### src/rtl/dmem_access_ctrl.sv
// Two-port data-memory access controller: round-robin arbitration, a fixed
// IDLE/ACCESS/RESP sequence, store byte-lane generation and load alignment/extension.
module dmem_access_ctrl #(
   parameter int DM_ADDRESS = 9,
   parameter int DATA_W     = 32
) (
   input  logic                  clk,
   input  logic                  reset,
   input  logic                  p0_req_valid,
   output logic                  p0_req_ready,
   input  logic                  p0_req_we,
   input  logic [DM_ADDRESS-1:0] p0_req_addr,
   input  logic [DATA_W-1:0]     p0_req_wdata,
   input  logic [2:0]            p0_req_funct3,
   output logic                  p0_resp_valid,
   output logic [DATA_W-1:0]     p0_resp_rdata,
   output logic                  p0_resp_err,
   input  logic                  p1_req_valid,
   output logic                  p1_req_ready,
   input  logic                  p1_req_we,
   input  logic [DM_ADDRESS-1:0] p1_req_addr,
   input  logic [DATA_W-1:0]     p1_req_wdata,
   input  logic [2:0]            p1_req_funct3,
   output logic                  p1_resp_valid,
   output logic [DATA_W-1:0]     p1_resp_rdata,
   output logic                  p1_resp_err,
   output logic [DM_ADDRESS-1:0] mem_raddr,
   output logic [DM_ADDRESS-1:0] mem_waddr,
   output logic [DATA_W-1:0]     mem_wdata,
   output logic [3:0]            mem_wr,
   input  logic [DATA_W-1:0]     mem_rdata
);

   typedef enum logic [1:0] {
      ST_IDLE,
      ST_ACCESS,
      ST_RESP
   } state_t;

   state_t                state_q, state_d;
   logic                  ptr_q, ptr_d;
   logic                  port_q, port_d;
   logic                  we_q, we_d;
   logic [DM_ADDRESS-1:0] addr_q, addr_d;
   logic [DATA_W-1:0]     wdata_q, wdata_d;
   logic [2:0]            funct3_q, funct3_d;
   logic                  err_q, err_d;

   logic                  grant_valid;
   logic                  grant_port;
   logic                  g_we;
   logic [DM_ADDRESS-1:0] g_addr;
   logic [DATA_W-1:0]     g_wdata;
   logic [2:0]            g_funct3;

   logic [DATA_W-1:0]     shifted;
   logic [DATA_W-1:0]     load_data;
   logic [DM_ADDRESS-1:0] word_addr;

   function automatic logic access_err(input logic we, input logic [2:0] f3,
                                       input logic [1:0] a);
      logic e;
      case (f3)
         3'b000:  e = 1'b0;
         3'b001:  e = a[0];
         3'b010:  e = (a != 2'b00);
         3'b100:  e = we;
         3'b101:  e = we | a[0];
         default: e = 1'b1;
      endcase
      return e;
   endfunction

   // On a tie the port that was not granted last wins.
   always_comb begin
      grant_valid = p0_req_valid | p1_req_valid;
      if (p0_req_valid && p1_req_valid) begin
         grant_port = ~ptr_q;
      end else begin
         grant_port = p1_req_valid;
      end
      g_we     = grant_port ? p1_req_we     : p0_req_we;
      g_addr   = grant_port ? p1_req_addr   : p0_req_addr;
      g_wdata  = grant_port ? p1_req_wdata  : p0_req_wdata;
      g_funct3 = grant_port ? p1_req_funct3 : p0_req_funct3;
   end

   always_comb begin
      state_d      = state_q;
      ptr_d        = ptr_q;
      port_d       = port_q;
      we_d         = we_q;
      addr_d       = addr_q;
      wdata_d      = wdata_q;
      funct3_d     = funct3_q;
      err_d        = err_q;
      p0_req_ready = 1'b0;
      p1_req_ready = 1'b0;
      case (state_q)
         ST_IDLE: begin
            if (grant_valid) begin
               p0_req_ready = ~grant_port & ~reset;
               p1_req_ready = grant_port & ~reset;
               ptr_d        = grant_port;
               port_d       = grant_port;
               we_d         = g_we;
               addr_d       = g_addr;
               wdata_d      = g_wdata;
               funct3_d     = g_funct3;
               err_d        = access_err(g_we, g_funct3, g_addr[1:0]);
               state_d      = ST_ACCESS;
            end
         end
         ST_ACCESS: state_d = ST_RESP;
         ST_RESP:   state_d = ST_IDLE;
         default:   state_d = ST_IDLE;
      endcase
   end

   always_comb begin
      word_addr     = {addr_q[DM_ADDRESS-1:2], 2'b00};
      shifted       = mem_rdata >> {addr_q[1:0], 3'b000};
      load_data     = '0;
      mem_raddr     = '0;
      mem_waddr     = '0;
      mem_wdata     = '0;
      mem_wr        = '0;
      p0_resp_valid = 1'b0;
      p0_resp_rdata = '0;
      p0_resp_err   = 1'b0;
      p1_resp_valid = 1'b0;
      p1_resp_rdata = '0;
      p1_resp_err   = 1'b0;
      case (funct3_q)
         3'b000:  load_data = {{(DATA_W-8){shifted[7]}}, shifted[7:0]};
         3'b001:  load_data = {{(DATA_W-16){shifted[15]}}, shifted[15:0]};
         3'b010:  load_data = shifted;
         3'b100:  load_data = {{(DATA_W-8){1'b0}}, shifted[7:0]};
         3'b101:  load_data = {{(DATA_W-16){1'b0}}, shifted[15:0]};
         default: load_data = '0;
      endcase
      // Outputs are gated by reset so an in-flight store or response is squashed.
      if (!reset && state_q == ST_ACCESS) begin
         mem_raddr = word_addr;
         mem_waddr = word_addr;
         if (we_q && !err_q) begin
            case (funct3_q[1:0])
               2'b00: begin
                  mem_wr    = 4'b0001 << addr_q[1:0];
                  mem_wdata = {4{wdata_q[7:0]}};
               end
               2'b01: begin
                  mem_wr    = 4'b0011 << addr_q[1:0];
                  mem_wdata = {2{wdata_q[15:0]}};
               end
               default: begin
                  mem_wr    = 4'b1111;
                  mem_wdata = wdata_q;
               end
            endcase
         end
      end
      if (!reset && state_q == ST_RESP) begin
         if (port_q) begin
            p1_resp_valid = 1'b1;
            p1_resp_err   = err_q;
            p1_resp_rdata = (we_q || err_q) ? '0 : load_data;
         end else begin
            p0_resp_valid = 1'b1;
            p0_resp_err   = err_q;
            p0_resp_rdata = (we_q || err_q) ? '0 : load_data;
         end
      end
   end

   always_ff @(posedge clk) begin
      if (reset) begin
         state_q  <= ST_IDLE;
         ptr_q    <= 1'b1;
         port_q   <= 1'b0;
         we_q     <= 1'b0;
         addr_q   <= '0;
         wdata_q  <= '0;
         funct3_q <= '0;
         err_q    <= 1'b0;
      end else begin
         state_q  <= state_d;
         ptr_q    <= ptr_d;
         port_q   <= port_d;
         we_q     <= we_d;
         addr_q   <= addr_d;
         wdata_q  <= wdata_d;
         funct3_q <= funct3_d;
         err_q    <= err_d;
      end
   end

endmodule
### config.mk
export PLATFORM = sky130hd
export DESIGN_NAME = dmem_access_ctrl
export DESIGN_NICKNAME = d
export VERILOG_FILES = /design/src/rtl/dmem_access_ctrl.sv
export SDC_FILE = /design/constraint.sdc
export NUM_CORES = 1
export LEC_CHECK = 0
export ABC_AREA = 1
export BUFFER_PORTS_ARGS = -buffer_cell sky130_fd_sc_hd__buf_2
export CORE_AREA = 5 5 121 123
export DETAILED_ROUTE_END_ITERATION = 8
export DIE_AREA = 0 0 126 128
export PLACE_DENSITY_LB_ADDON = 0.15
export SLEW_MARGIN = 20
export SYNTH_ARGS = -nofsm -noshare
export SYNTH_HDL_FRONTEND = slang
export SYNTH_SLANG_ARGS = --single-unit
export TNS_END_PERCENT = 10
### constraint.sdc
create_clock -name clk -period 2 [get_ports clk]
set_clock_uncertainty 0.1 [all_clocks]
set_input_delay 0.4 -clock clk [delete_from_list [all_inputs] [get_ports clk]]
set_output_delay 0.4 -clock clk [all_outputs]
set_load 0.01 [all_outputs]
After elaboration in Yosys (flattened, before gate mapping)

Index checks and enable logic that the tools add are counted.

Bits of input ports: 126
Word-level logic and storage cells: 76
Register bits: 50
Output and inout port bits: 124

Mux-type cells: 33
Equality and inequality tests: 12
Shift operators: 3
Reductions and logical operators: 13
Bitwise gates (word level): 7

Operators by type and width:

| cell                                                               | count |
|---|---|
| 32-bit two-way mux                                                 | 8 |
| 32-bit case mux with 5 select lines                                | 1 |
| 32-bit case mux with 2 select lines                                | 1 |
| 32-bit by 5-bit right shift with 32-bit output                     | 1 |
| 9-bit two-way mux                                                  | 2 |
| 1-bit two-way mux                                                  | 14 |
| 3-bit == test (second input constant)                              | 4 |
| 4-bit two-way mux                                                  | 2 |
| 4-bit case mux with 2 select lines                                 | 1 |
| 3-bit by 1-bit == test with 1-bit output (second input constant)   | 2 |
| 3-bit by 2-bit == test with 1-bit output (second input constant)   | 2 |
| 3-bit logical NOT                                                  | 2 |
| 1-bit case mux with 5 select lines                                 | 1 |
| 2-bit by 1-bit == test with 1-bit output (second input constant)   | 2 |
| 1-bit logical AND                                                  | 4 |
| 2-bit logical NOT                                                  | 2 |
| 2-bit case mux with 2 select lines                                 | 1 |
| 1-bit by 2-bit left shift with 4-bit output (first input constant) | 1 |
| 2-bit by 2-bit left shift with 4-bit output (first input constant) | 1 |
| 3-bit two-way mux                                                  | 1 |
| 1-bit NOT                                                          | 3 |
| 1-bit AND                                                          | 2 |
| 2-bit == test (second input constant)                              | 1 |
| 1-bit logical NOT                                                  | 2 |
| 6 further kinds                                                    | 7 |

Longest topological paths before layout

Gate-level depths: netlist of run 1.

Depth after elaboration: 6
Mapped depth: 9
Mapped depth without buffers: 8

Worst setup path after synthesis of run 1

Ideal clock, no wire load.

Path kind: input-to-output
Start: input port reset
End: output port p0_resp_rdata[10]
Stages on the path: 7
Buffers on the path: 2
Required time: 1.500 ns
Data arrival time: 1.463 ns
Setup slack: 0.037 ns
Cell sequence: buf_6 nor3_2 inv_1 nor2_1 inv_1 clkbuf_1 nor2_1

Longest elaborated chain between the ends: 3

RTL lines:

| what               | line | source |
|---|---|---|
| start: declaration | 8    | `input logic reset,` |
| 1-bit logical NOT  | 163  | `if (!reset && state_q == ST_RESP) begin` |
| 1-bit logical AND  | 163  |  |
| 32-bit two-way mux | 163  |  |
| end: declaration   | 16   | `output logic [DATA_W-1:0] p0_resp_rdata,` |

Every way passes these cells.

Worst setup path in the final report of run 1

Start: register funct3_q[1]
End: output port p1_resp_rdata[15]

Longest elaborated chain between the ends: 5
Elaborated cells between the ends (all ways): 9
Those cells by class: eq/ne: 4; mux: 4; reduce/logical: 1

RTL lines:

| what                                    | line | source |
|---|---|---|
| start: declaration                      | 46   | `logic [2:0] funct3_q, funct3_d;` |
| start signal: assignment                | 193  | `funct3_q <= funct3_d;` |
| 3-bit == test (tied with other cells)   | 134  | `case (funct3_q)` |
| 32-bit case mux with 5 select lines (*) | 134  |  |
| 32-bit two-way mux (*)                  | 167  | `p1_resp_rdata = (we_q \|\| err_q) ? '0 : load_data;` |
| 32-bit two-way mux (*)                  | 164  | `if (port_q) begin` |
| 32-bit two-way mux (*)                  | 163  |  |
| end: declaration                        | 25   | `output logic [DATA_W-1:0] p1_resp_rdata,` |

Mark *: on every way between the ends. The rest lies on a longest branch, timed or not.

==> results of run 1 <==
## path summary, 6_finish.rpt
kind,end,cells past startpoint,start
max,p1_resp_rdata[15],9,funct3_q[1]$_SDFFE_PP0P_
min,addr_q[2]$_SDFFE_PP0P_,3,p0_req_addr[2]
max reg2reg,wdata_q[17]$_SDFFE_PP0P_,6,ptr_q$_SDFFE_PP1P_
min reg2reg,ptr_q$_SDFFE_PP1P_,2,ptr_q$_SDFFE_PP1P_
## layout by cell type (no fill, tap or decap), types with 2 or more instances in the layout
master / Yosys / layout
o21ai_2: 1 / 3
nand3_1: 54 / 51
buf_6: 4 / 4
buf_4: 11 / 32
buf_2: 20 / 243
a21oi_2: 0 / 5
nand2_1: 200 / 191
nor2_1: 135 / 125
dfxtp_4: 0 / 3
buf_12: 0 / 10
nand2_2: 0 / 7
a22oi_2: 0 / 5
inv_1: 42 / 41
nor3_4: 1 / 2
nor2_4: 0 / 3
nor3_2: 2 / 2
nor2_2: 4 / 11
a211oi_1: 2 / 2
inv_2: 4 / 4
a22oi_1: 8 / 3
a31oi_1: 39 / 39
inv_8: 0 / 2
dfxtp_1: 50 / 42
nand3_2: 1 / 4
conb_1: 1 / 4
o21ai_0: 59 / 49
clkbuf_16: 0 / 6
dfxtp_2: 0 / 5
o211ai_1: 7 / 7
a21oi_1: 24 / 19
o21ai_1: 0 / 7
nand2_4: 0 / 2
## kinds of logic after synthesis
group                  synth area share, %
AOI/OAI and AO/OA                    20.36
and+or+nand+nor                      41.10
DFF                                  25.29
other                              0.09476
buffers and inverters                13.15
## state kept, by name (all words and copies together), names as in the netlist
signal    cells
state_q       2
wdata_q      32
err_q         1
port_q        1
addr_q        9
we_q          1
funct3_q      3
ptr_q         1
## cells in the mapped netlist (all sizes together)
cell type  instances
clkbuf            27
o211ai             7
inv               47
clkinv             2
nand2            200
o21ai             60
a211oi             2
dfxtp             50
a31oi             39
o211a              1
a22oi              8
buf               36
nor3               5
conb               1
a21oi             24
nand3             56
nor2             139
## worst max-delay path, delay by kind of cell (launching register included)
kind	cells	cell delay, ns
and+or+nand+nor	6	0.53
buffers and inverters	3	0.43
DFF	1	0.34
## metal layers
layer	global-route usage [%]	share of wire, %	up-vias
met5	0	0	-
met1	24.80	42	2383
met3	5.000	7.8	12
met4	3.912	1.1	0
li1	-	-	2746
met2	34.68	50	187
## stage by stage
stage                     power [mW]  setup TNS [ns]
final                          3.726          -4.868
after global routing           3.992          -13.96
after CTS                      3.683          -6.242
after detailed placement       2.574               0
after global placement         2.575               0
after floorplan                2.055               0
## area by class of cell
class / count / area [µm²]
Multi-Input combinational cell: 545 / 2609
Sequential cell: 50 / 1018
Clock inverter: 2 / 38.79
Fill cell: 1554 / 7599
Inverter: 49 / 202.7
Tap cell: 180 / 225.2
Clock buffer: 6 / 138.9
Timing Repair Buffer: 290 / 1727
## what timing repair did
item / in CTS / in global routing
cloned: 0 / 1
pin swaps: 2 / 4
setup buffers: 0 / 3
endpoints found under the hold margin: 0 / 0
endpoints found under the setup margin: 101 / 103
gates resized for setup: 42 / 38
## power by group
| part | internal, mW | switching (mW) | leakage [nW] | total (mW) |
|---|---|---|---|---|
| registers | 1.12 | 0.0859 | 0.419 | 1.20 |
| logic | 0.596 | 0.888 | 2.67 | 1.48 |
| clock network | 0.630 | 0.410 | 0.0875 | 1.04 |
| total | 2.34 | 1.38 | 3.18 | 3.73 |
==> results.txt, run 1 <==
Status = finished, violations left
Failing checks = negative setup slack
Syn Inst Count = 704
CTS Buf Count = 5
Initial antenna violation count = 0
Drt via density = 4.749
Slew Viols, Final = 0
Syn Std Cell Area = 3958 µm²
Diode count = 0
Final setup fails = 71
Yosys warnings = 0
Critical path peak fanout = 8
Number of global-route vias before repair = 5024
Clock sink count = 50
Critical Path End Type = primary output
Nets = 1067
Leak pwr = 3.181 nW
Setup CP Type = flop to primary output
Die Area = 16130 µm²
Mean Syn Cell Area = 5.622 µm²
Placed Instances = 1110
Worst-skew pair later-pin latency = 0.29 ns
Setup ws final = -0.1071 ns
Die X = 126 µm
CP max-delay cell = dfxtp_2
Power per cell area = 625.3 nW/µm²
WP data required = 1.50 ns
Detailed Routing Iterations Pass 1 = 4
Die Y = 128 µm
Critical path arrival = 1.61 ns
Starting density of the core = 29.19%
Fin crit share = 105.4%
Unrepaired setup endpoints after global routing = yes
Port Buf Inserts = 245
Synth top area share = 25.29%
Via count = 5328
Design area = 5959 µm²
Share of layout cells above drive strength 1 = 38.22%
Total GRT Usage = 19.81%
CP startpoint kind = flop
Drt wl/cell = 15.17 µm
Residual DRC count = 0
Largest area contributor in the netlist = dfxtp_1
Area after DPL = 5508 µm²
Clock-pin slew on the worst setup and hold paths = 0.08 ns
Placer Congestion = 0.8844
Synth cell types = 29
DR iter-0 viols = 232
Synthesized flop and latch total = 50
DP HPWL = 12.99 mm
FF-to-FF setup slack = 0.42 ns
ANT nets after route = 0
Area growth syn-to-layout = 50.58%
Cell row count = 43
H-tree depth reported by CTS = 2
Min-Delay Path Class = input pin to flop
Place WS = 0.03285 ns
CTS tree = yes
Post-route insts no fill = 1122
Global-route wire length before repair = 26.16 mm
Detailed-route wire length = 17.02 mm
# Max-Cap Violations = 0
Crit-path cells = buf_6 > nor2_4 > nor2_1 > buf_4 > nand3_1 > nand2_1 > nand2_1 > nor2_1 > buf_2
Seq/Total Area, Yosys = 25.29%
Peak supply drop = 0.3437 mV
Grt total ovfl = 0
Largest net degree at the start of global routing = 67
Final Hold Vio Count = 0
Root buffer cell = clkbuf_16
CTS hold repair buffers = 0
Clock buffer depth = 2
Fmax = 0.4746 GHz
Finished Core Util = 43.96%
Core ar. = 13560 µm²
Final hold slack = 0.2627 ns
Min Tclk post-route = 2.107 ns
Slowest cell delay on critical path = 0.34 ns
Synth area leaders = dfxtp_1 (25%), nand2_1 (19%), nor2_1 (13%), o21ai_0 (7.5%), nand3_1 (6.8%)
I/O pin cnt = 250
(Power assumes the default switching activity.)
==> run 2: changes to the inputs <==
- CORE_AREA: 5 5 121 123 -> 5 5 104 144
- DIE_AREA: 0 0 126 128 -> 0 0 109 149
==> run 2 against run 1 <==
Net effect:
- sequential power hardly changed
- worst hold slack gained 0.0021 ns
- clock power down 6%
- register-to-register slack lost 0.02 ns
- critical path type unchanged
- combinational power increased by 7%
- cell count increased by 0.89%
- the run still ends with negative setup slack left
- die area is 0.70% higher
- total power grew 0.78%
==> results.txt, run 2 (synthesis gave the netlist of run 1 again) <==
Root buffer cell = clkbuf_16
ANT nets after route = 0 (unchanged)
Seq pwr share = 31.9% (-0.4 points)
Highest Signal Layer = met4
Share of layout cells above drive strength 1 = 42.11% (+3.9 points)
Metal2 WL = 9.027 mm (+7.1%)
Setup CP Type = flop to primary output
Detailed-route wire length = 17.47 mm (+2.7%)
Commonest non-fill, non-tap cell in the layout = buf_2
Routed metal-1 wirelength = 6.652 mm (-6.0%)
Top flop regs = wdata_q: 32 flops, addr_q: 9 flops, funct3_q: 3 flops
Area growth syn-to-layout = 54.63%
R2R cell count = 6 (unchanged)
Detailed Routing Iterations Pass 1 = 6 (+2)
DP HPWL = 13.65 mm (+5.1%)
Placed Instances = 1122 (+1.1%)
Met3 WL = 1.350 mm (+1.5%)
R2r endpoint = wdata_q[27]$_SDFFE_PP0P_
Nets = 1075 (+0.75%)
Post-route insts no fill = 1132 (+0.89%)
Total GRT Usage = 20.44% (+0.63 points)
NetSw = 1.409 mW (+1.9%)
Drt wl/cell = 15.44 µm (+1.8%)
Die Y = 149 µm (+16%)
Via count = 5447 (+2.2%)
Fmax = 0.4731 GHz (-0.32%)
CP startpoint kind = flop
Global-route wire length before repair = 26.40 mm (+0.93%)
Number of global-route vias before repair = 5219 (+3.9%)
Final setup fails = 69 (-2.8%)
Int Power = 2.346 mW (+0.15%)
Min Tclk post-route = 2.114 ns (+0.006703 ns)
FF-to-FF setup slack = 0.40 ns (-0.02 ns)
Gate power share = 42.0% (+2.2 points)
Total negative slack = -4.891 ns (-0.02263 ns)
Final hold slack = 0.2648 ns (+0.002126 ns)
Starting density of the core = 29.42% (+0.23 points)
Unrepaired setup endpoints after global routing = yes
Die Area = 16240 µm² (+0.70%)
Design area = 6120 µm² (+2.7%)
Fin crit share = 105.7% (+0.34 points)
Initial antenna violation count = 0 (unchanged)
I/O pin cnt = 250 (unchanged)
Largest Register = wdata_q
Power per cell area = 613.7 nW/µm² (-1.9%)
WP data required = 1.50 ns (about the same)
RR Startpoint = state_q[1]$_SDFFE_PP0P_
Finished Core Util = 45.50% (+1.5 points)
CTS tree = yes
Place WS = -0.04008 ns (-0.07292 ns)
# Max-Cap Violations = 0 (unchanged)
Total power = 3.756 mW (+0.78%)
Critical path arrival = 1.61 ns (about the same)
Worst-skew pair later-pin latency = 0.29 ns (about the same)
Clock-pin slew on the worst setup and hold paths = 0.07 ns (about the same)
Critical Path End Type = primary output
Cell row count = 50 (+16%)
Setup ws final = -0.1138 ns (-0.006703 ns)
Clock buffer depth = 2 (unchanged)
Hold Path Depth = 3 (unchanged)
Diode count = 0 (unchanged)
Status = finished, violations left
Failing checks = negative setup slack
Critical path peak fanout = 23 (+15)
Leak pwr = 3.233 nW (+1.6%)
Residual DRC count = 0 (unchanged)
Fillcell total = 1514 (-2.6%)
Die X = 109 µm (-13%)
Largest net degree at the start of global routing = 79 (+18%)
Min-Delay Path Class = input pin to flop
Area after DPL = 5585 µm² (+1.4%)
Peak supply drop = 0.4270 mV (+24%)
Most frequent cells in the layout = buf_2 (242), nand2_1 (181), nor2_1 (117), o21ai_0 (47), dfxtp_1 (42)
Max reg flops = 32 (unchanged)
H-tree depth reported by CTS = 2 (unchanged)
Placer Congestion = 0.9223 (+4.3%)
Port Buf Inserts = 245 (unchanged)
Grt total ovfl = 0 (unchanged)
Final Hold Vio Count = 0 (unchanged)
Clock Power Share = 26.1% (-1.8 points)
Hold-critical path endpoint = wdata_q[11]$_SDFFE_PP0P_
Hold path startpoint = p0_req_wdata[11]
Drt via density = 4.812 (+1.3%)
Core ar. = 13450 µm² (-0.79%)
CTS Buf Count = 5 (unchanged)
Sw frac = 37.53% (+0.39 points)
DR iter-0 viols = 216 (-6.9%)
Slew Viols, Final = 0 (unchanged)
Clock sink count = 50 (unchanged)
-- run 2: changes by cell type in the layout (fill, tap and decap cells not counted), sizes merged --
cell / delta
buf: +9
clkbuf: -1
clkinv: +1
clkinvlp: +1
inv: -2
-- run 2: layout make-up --
type	instances	area, µm²	area share [%]
Multi-Input combinational cell	545	2710	44.29
Timing Repair Buffer	298	1794	29.32
Sequential cell	50	1018	16.64
Tap cell	182	227.7	3.721
Inverter	49	202.7	3.312
Clock buffer	6	128.9	2.106
Clock inverter	2	37.54	0.6134
-- run 2: critical path: stages, from the launching register on --
cell and delay (ns):
dfxtp_4 0.36, buf_6 0.14, buf_12 0.15, o21ai_1 0.17, nand3_2 0.15, nand2_2 0.08, nand2_1 0.06, nor2_1 0.09
buf_2 0.13
-- run 2: timing repair --
action                                  CTS  global route
gates resized for setup                  49            70
buffers inserted                          2             0
hold endpoints to repair                  0             0
hold buffers                              0             0
endpoints found under the setup margin  103           103
pin swaps                                 5             7
-- run 2: per-layer routing --
layer	vias up	GRT usage, %
li1	2759	-
met5	-	0
met2	216	38.07
met1	2450	22.43
met3	22	4.591
met4	0	6.570
-- run 2: power by group through the flow --
stage / clock network (mW) / registers [mW] / logic, mW
global placement: 0 / 1.21 / 1.42
CTS: 1.00 / 1.20 / 1.50
detailed placement: 0 / 1.21 / 1.42
finish: 0.978 / 1.20 / 1.58
floorplan: 0 / 1.18 / 0.872
global route: 1.03 / 1.21 / 1.75
-- run 2: worst max-delay path by stage --
stage / from / end / slack (ns) / cells past startpoint
after CTS: funct3_q[0]$_SDFFE_PP0P_ / p0_resp_rdata[8] / -0.15 / 9
final: addr_q[0]$_SDFFE_PP0P_ / p0_resp_rdata[9] / -0.11 / 8
after floorplan: reset / p0_resp_rdata[10] / 0.04 / 7
after detailed placement: funct3_q[1]$_SDFFE_PP0P_ / mem_wdata[29] / -0.04 / 8
after global placement: funct3_q[1]$_SDFFE_PP0P_ / mem_wdata[29] / -0.02 / 8
after global routing: funct3_q[0]$_SDFFE_PP0P_ / p1_resp_rdata[25] / -0.23 / 9
